`config.mk`:
```
export PLATFORM = sky130hd
export DESIGN_NAME = mac_axil_reg_slave
export DESIGN_NICKNAME = d
export VERILOG_FILES = /design/src/rtl/mac_axil_reg_slave.sv
export SDC_FILE = /design/constraint.sdc
export NUM_CORES = 1
export LEC_CHECK = 0
export CAP_MARGIN = 30
export CORE_MARGIN = 8
export CORE_UTILIZATION = 34
export DETAILED_ROUTE_END_ITERATION = 6
export PLACE_DENSITY = 0.85
export SKIP_CTS_REPAIR_TIMING = 1
export SLEW_MARGIN = 40
export SYNTH_ARGS = -nofsm -noshare
export SYNTH_HDL_FRONTEND = slang
export SYNTH_SLANG_ARGS = --single-unit
```
`constraint.sdc`:
```
create_clock -name Clk_reg -period 2.7 [get_ports Clk_reg]
set_input_delay 0.27 -clock Clk_reg [delete_from_list [all_inputs] [get_ports Clk_reg]]
set_output_delay 0.27 -clock Clk_reg [all_outputs]
set_load 0.05 [all_outputs]
```
`src/rtl/mac_axil_reg_slave.sv`:
```
// AXI4-Lite responder for the MAC register space: one outstanding transaction,
// address decode against a base window, single-cycle strobes onto the register bus.
module mac_axil_reg_slave #(
    parameter int          ADDR_W    = 8,
    parameter logic [31:0] BASE_ADDR = 32'h0,
    parameter int          TIMEOUT   = 16
) (
    input  logic              Clk_reg,
    input  logic              ResetB,
    input  logic [31:0]       S_AXI_awaddr,
    input  logic              S_AXI_awvalid,
    output logic              S_AXI_awready,
    input  logic [31:0]       S_AXI_wdata,
    input  logic              S_AXI_wvalid,
    output logic              S_AXI_wready,
    output logic [1:0]        S_AXI_bresp,
    output logic              S_AXI_bvalid,
    input  logic              S_AXI_bready,
    input  logic [31:0]       S_AXI_araddr,
    input  logic              S_AXI_arvalid,
    output logic              S_AXI_arready,
    output logic [31:0]       S_AXI_rdata,
    output logic [1:0]        S_AXI_rresp,
    output logic              S_AXI_rvalid,
    input  logic              S_AXI_rready,
    output logic [ADDR_W-1:0] Reg_addr,
    output logic [31:0]       Reg_wdata,
    output logic              Reg_wr,
    output logic              Reg_rd,
    input  logic [31:0]       Reg_rdata,
    input  logic              Reg_ack
);

    typedef enum logic [2:0] {
        S_IDLE,
        S_WR_REQ,
        S_WR_RESP,
        S_RD_REQ,
        S_RD_RESP
    } state_t;

    localparam int            TW   = $clog2(TIMEOUT + 1);
    localparam logic [TW-1:0] TMAX = TW'(TIMEOUT - 1);

    localparam logic [1:0] RESP_OKAY   = 2'b00;
    localparam logic [1:0] RESP_SLVERR = 2'b10;
    localparam logic [1:0] RESP_DECERR = 2'b11;

    state_t              r_state;
    state_t              w_next;
    logic                r_live;
    logic                r_aw_held;
    logic                r_w_held;
    logic                r_wr_hit;
    logic                r_rd_prio;
    logic [ADDR_W-1:0]   r_addr;
    logic [31:0]         r_wdata;
    logic [31:0]         r_rdata;
    logic [1:0]          r_bresp;
    logic [1:0]          r_rresp;
    logic [TW-1:0]       r_timer;

    logic w_idle;
    logic w_rd_win;
    logic w_aw_fire;
    logic w_w_fire;
    logic w_ar_fire;
    logic w_wr_go;
    logic w_wr_hit_now;
    logic w_aw_hit;
    logic w_ar_hit;
    logic w_tmo;
    logic w_unused_lsbs;

    assign w_unused_lsbs = ^{S_AXI_awaddr[1:0], S_AXI_araddr[1:0]};

    // r_live keeps every ready low while reset is held, without routing reset into logic.
    assign w_idle   = (r_state == S_IDLE) && r_live;
    assign w_rd_win = r_rd_prio && S_AXI_arvalid && !r_aw_held && !r_w_held;
    assign w_aw_hit = (S_AXI_awaddr[31:ADDR_W+2] == BASE_ADDR[31:ADDR_W+2]);
    assign w_ar_hit = (S_AXI_araddr[31:ADDR_W+2] == BASE_ADDR[31:ADDR_W+2]);
    assign w_tmo    = (r_timer == TMAX);

    assign S_AXI_bvalid = (r_state == S_WR_RESP);
    assign S_AXI_rvalid = (r_state == S_RD_RESP);
    assign S_AXI_bresp  = r_bresp;
    assign S_AXI_rresp  = r_rresp;
    assign S_AXI_rdata  = r_rdata;
    assign Reg_addr     = r_addr;
    assign Reg_wdata    = r_wdata;
    assign Reg_wr       = (r_state == S_WR_REQ) && (r_timer == '0);
    assign Reg_rd       = (r_state == S_RD_REQ) && (r_timer == '0);

    always_ff @(posedge Clk_reg or negedge ResetB) begin
        if (!ResetB) begin
            r_state <= S_IDLE;
        end else begin
            r_state <= w_next;
        end
    end

    // NOTE: every output of this block gets a default first, so no path infers a latch.
    always_comb begin
        S_AXI_awready = 1'b0;
        S_AXI_wready  = 1'b0;
        S_AXI_arready = 1'b0;
        w_next        = r_state;
        if (w_idle) begin
            S_AXI_awready = !r_aw_held && !w_rd_win;
            S_AXI_wready  = !r_w_held && !w_rd_win;
            S_AXI_arready = !r_aw_held && !r_w_held &&
                            (!(S_AXI_awvalid || S_AXI_wvalid) || r_rd_prio);
        end
        w_aw_fire    = S_AXI_awvalid && S_AXI_awready;
        w_w_fire     = S_AXI_wvalid && S_AXI_wready;
        w_ar_fire    = S_AXI_arvalid && S_AXI_arready;
        w_wr_go      = (r_aw_held || w_aw_fire) && (r_w_held || w_w_fire);
        w_wr_hit_now = w_aw_fire ? w_aw_hit : r_wr_hit;

        unique case (r_state)
            S_IDLE: begin
                if (w_idle && w_wr_go) begin
                    w_next = w_wr_hit_now ? S_WR_REQ : S_WR_RESP;
                end else if (w_ar_fire) begin
                    w_next = w_ar_hit ? S_RD_REQ : S_RD_RESP;
                end
            end
            S_WR_REQ:  if (Reg_ack || w_tmo) w_next = S_WR_RESP;
            S_WR_RESP: if (S_AXI_bready)     w_next = S_IDLE;
            S_RD_REQ:  if (Reg_ack || w_tmo) w_next = S_RD_RESP;
            S_RD_RESP: if (S_AXI_rready)     w_next = S_IDLE;
            default:                         w_next = S_IDLE;
        endcase
    end

    // NOTE: state is updated with non-blocking assignments so all flops see pre-edge values.
    always_ff @(posedge Clk_reg or negedge ResetB) begin
        if (!ResetB) begin
            r_live    <= 1'b0;
            r_aw_held <= 1'b0;
            r_w_held  <= 1'b0;
            r_wr_hit  <= 1'b0;
            r_rd_prio <= 1'b0;
            r_addr    <= '0;
            r_wdata   <= '0;
            r_rdata   <= '0;
            r_bresp   <= RESP_OKAY;
            r_rresp   <= RESP_OKAY;
            r_timer   <= '0;
        end else begin
            r_live <= 1'b1;
            if (w_aw_fire) begin
                r_aw_held <= 1'b1;
                r_wr_hit  <= w_aw_hit;
                r_addr    <= S_AXI_awaddr[ADDR_W+1:2];
            end
            if (w_w_fire) begin
                r_w_held <= 1'b1;
                r_wdata  <= S_AXI_wdata;
            end
            if (w_ar_fire) begin
                r_addr <= S_AXI_araddr[ADDR_W+1:2];
            end

            // Timer is zero on the first request cycle, which is also the strobe cycle.
            if (r_state == S_WR_REQ || r_state == S_RD_REQ) begin
                r_timer <= r_timer + TW'(1);
            end else begin
                r_timer <= '0;
            end

            unique case (r_state)
                S_IDLE: begin
                    if (w_idle && w_wr_go && !w_wr_hit_now) begin
                        r_bresp <= RESP_DECERR;
                    end else if (w_ar_fire && !w_ar_hit) begin
                        r_rresp <= RESP_DECERR;
                        r_rdata <= '0;
                    end
                end
                S_WR_REQ: begin
                    if (Reg_ack)    r_bresp <= RESP_OKAY;
                    else if (w_tmo) r_bresp <= RESP_SLVERR;
                end
                S_RD_REQ: begin
                    if (Reg_ack) begin
                        r_rresp <= RESP_OKAY;
                        r_rdata <= Reg_rdata;
                    end else if (w_tmo) begin
                        r_rresp <= RESP_SLVERR;
                        r_rdata <= '0;
                    end
                end
                // Finishing a write hands contention priority to reads and vice versa.
                S_WR_RESP: begin
                    if (S_AXI_bready) begin
                        r_aw_held <= 1'b0;
                        r_w_held  <= 1'b0;
                        r_rd_prio <= 1'b1;
                    end
                end
                S_RD_RESP: begin
                    if (S_AXI_rready) begin
                        r_rd_prio <= 1'b0;
                    end
                end
                default: ;
            endcase
        end
    end

endmodule

```
==> flow_summary.ini <==
[clock_network]
cts_tree = yes
insertion_delay_ns = 0.35
htree_num_levels = 3
cts_buffers = 9
cts_root_buf = clkbuf_8
clk_path_buf_depth = 2
clk_pin_slew_worst_paths_ns = 0.08
clock-sinks = 89

[global_route]
grt_start_max_net_pins = 51
grt_pass1_vias = 3559
grt_overflow = 0
gr-usage-all-layers_pct = 16.2
antenna_found_initial = 0
grt_pass1_wl_mm = 18.9

[routing]
wirelength_mm = 12.0
remaining_drc_errors = 0
dr.pass1.iters = 4
drt-initial-drc-count = 175
via_count = 3224
drtAntennaViolNets = 0
wl_per_cell_um = 18.3
viasPerCell = 4.92

[logic_synthesis]
synth_top_cell_area_share_pct = 59.0
synth_fa_ha_area_share_pct = 0.995
synthXorXnorAreaFrac_pct = 0.696
seq_area_frac_synth_pct = 59.0
synth-warning-count = 0
ys.flop_type = dfrtp_1
synth.distinct_cells = 43
synth_area_leader_cell = dfrtp_1
synth_area_leaders = dfrtp_1, mux2_2, a22o_1
async_reset_ff_share_pct = 100
synthMuxAreaShare_pct = 11.7
syn-num-nets = 433
synthesis.area_mm2 = 0.00377
synth_simple_gate_area_share_pct = 10.5
synth_cells = 294
synth_edf_count = 0
synth_top_family_by_area = compound AO/OA/AOI/OAI gates
synth-compound-area-share_pct = 13.6
synth.avg_cell_area_um2 = 12.8
ys_seq_elements = 89

[flow_run]
maxCapViolCount = 0

[floorplanning]
rows = 38
die_w_um = 121
die-area_mm2 = 0.0147
io_pins = 219
start_util_pct = 34.8
design.core.area_mm2 = 0.0108
die_y_um = 121

[power]
p_leak_uw = 0.00269
powerDensity_mw_per_mm2 = 1020
ir_drop_uv = 884
power.total_uw = 6420

[layout]
syn_to_final_growth_pct = 66.5
nNetsFinal = 651
drive_above_1_share_pct = 13.6
finalNonFillerCells = 655
diodes = 0

[worst_setup_path]
worstSetupPathType = register to register
crit_fanout = 35
critPathBufInv = 1
cp.arrival_ns = 2.79
endpoint_kind = register
crit_path_cell_trace = or4b_4 > or4_4 > a21boi_4 > o2111ai_4 > buf_12 > a22o_1
slowest_delay_ns = 0.63
startpoint_type = register
crit_family = simple AND/OR/NAND/NOR gates
required_ns = 2.92
cpMaxStageDelayCell = or4b_4

[place]
place.gp.congestion = 0.848
dp_slack_ns = 0.163
dpl.cell_count = 640
io_buffers = 214
hpwl_mm = 9.48

[sta]
tightest_slew_ns = 0.544
period_share_pct = 95.1
slew_headroom_pct = 63.6
max_freq_mhz = 390
final-hold-violation-count = 0
skew_ns = 0.0103
fin_tns_setup_ns = 0
setup_viol_count_final = 0
rsz0062_at_grt = false
finalMaxSlewViolations = 0
period_needed_ns = 2.57
setup_ws_ns = 0.133

[status]
outcome = complete, no violations

[min_path]
hold_path_class = primary input to async pin
[logic make-up after synthesis]
| family | count (synthesis) |
|---|---|
| AO/OA/AOI/OAI | 61 |
| flip-flops | 89 |
| other | 1 |
| AND/OR/NAND/NOR | 73 |
| XOR/XNOR | 3 |
| buffers and inverters | 24 |
| adder cells (fa/ha/maj) | 3 |
| multiplexers | 40 |
[power breakdown]
group          internal, µW  switching (µW)  leakage (µW)
logic                  1340            2200       0.00146
registers              1740             251       0.00114
clock network           442             443     0.0000913
total                  3530            2900       0.00269
[metal layers]
| metal | global-route usage, % | share of wire, % | wire [µm] | up-vias |
|---|---|---|---|---|
| met5 | 0 | 0 | 0 | - |
| met4 | 4.86 | 1.1 | 137 | 0 |
| met3 | 8.56 | 12 | 1500 | 15 |
| met2 | 28.6 | 51 | 6110 | 142 |
| met1 | 16.1 | 35 | 4260 | 1558 |
| li1 | - | - | - | 1509 |
[stage by stage]
stage | cell area, µm² | util, % | hold slack, ns
2_1_floorplan | 3790 | - | -0.0256
3_3_place_gp | 6090 | 56.2 | 0.279
3_5_place_dp | 6090 | 56.2 | 0.282
4_1_cts | 6270 | 57.9 | -0.108
5_1_grt | 6280 | 58.0 | 0.472
6_report | 6280 | 58.0 | 0.440
[worst reg2reg max path, stage by stage, from the launching register on]
cell	delay, ns
dfrtp_1	0.39
or4b_4	0.63
or4_4	0.57
a21boi_4	0.23
o2111ai_4	0.15
buf_12	0.19
a22o_1	0.28
[path summary, 6_finish.rpt]
| kind | from | slack, ns | endpoint | cells after the start |
|---|---|---|---|---|
| setup / recovery | r_state[0] | 0.13 | S_AXI_rdata[27] | 6 |
| min in group Clk_reg | S_AXI_araddr[7] | 0.47 | Reg_addr[5] | 3 |
| hold reg to reg | r_timer[0] | 0.50 | r_timer[0] | 1 |
| hold / removal | ResetB | 0.44 | S_AXI_rdata[6] | 2 |
| setup reg to reg | r_state[0] | 0.13 | S_AXI_rdata[27] | 6 |
| max in group asynchronous | ResetB | 1.60 | Reg_wdata[3] | 3 |
[cell type report]
class	count	area, µm²
Clock buffer	11	141
Clock inverter	3	42.5
Inverter	7	26.3
Fill cell	920	4560
Tap cell	140	175
Sequential cell	89	2230
Multi-Input combinational cell	181	1440
Timing Repair Buffer	224	2230
[cells in the mapped netlist, types with 2 or more instances]
library cell / count
nor3b_1: 3
o21ba_2: 2
buf_6: 5
ha_1: 3
o211ai_1: 2
and3_1: 2
nor4_1: 15
xnor2_1: 2
clkbuf_1: 7
and3b_1: 2
nor2b_1: 2
nor2_1: 15
buf_1: 4
inv_1: 7
nand2b_1: 4
mux2_2: 32
o31ai_1: 2
dfrtp_1: 89
o21ai_0: 10
a21oi_1: 4
mux2i_1: 8
nor3_1: 5
a22o_1: 32
nand2_1: 16
and2_1: 2
nand4_1: 2
[state kept, by name (all words and copies together) (netlist names), 2 cells and up]
register,flops
Reg_wdata,32
S_AXI_rdata,32
Reg_addr,8
r_timer,5
r_state,3
S_AXI_bresp,2
S_AXI_rresp,2
[cells in the final DEF (no fill, tap or decap), types with 7 or more instances in the layout]
cell type	netlist	routed
mux2_2	32	32
nor2_1	15	15
o21ai_0	10	10
nand2_1	16	16
clkbuf_8	0	10
inv_1	7	7
clkdlybuf4s50_1	0	208
dfrtp_1	89	89
nor4_1	15	13
buf_4	0	13
a22o_1	32	32
mux2i_1	8	8
(Power assumes the default switching activity.)
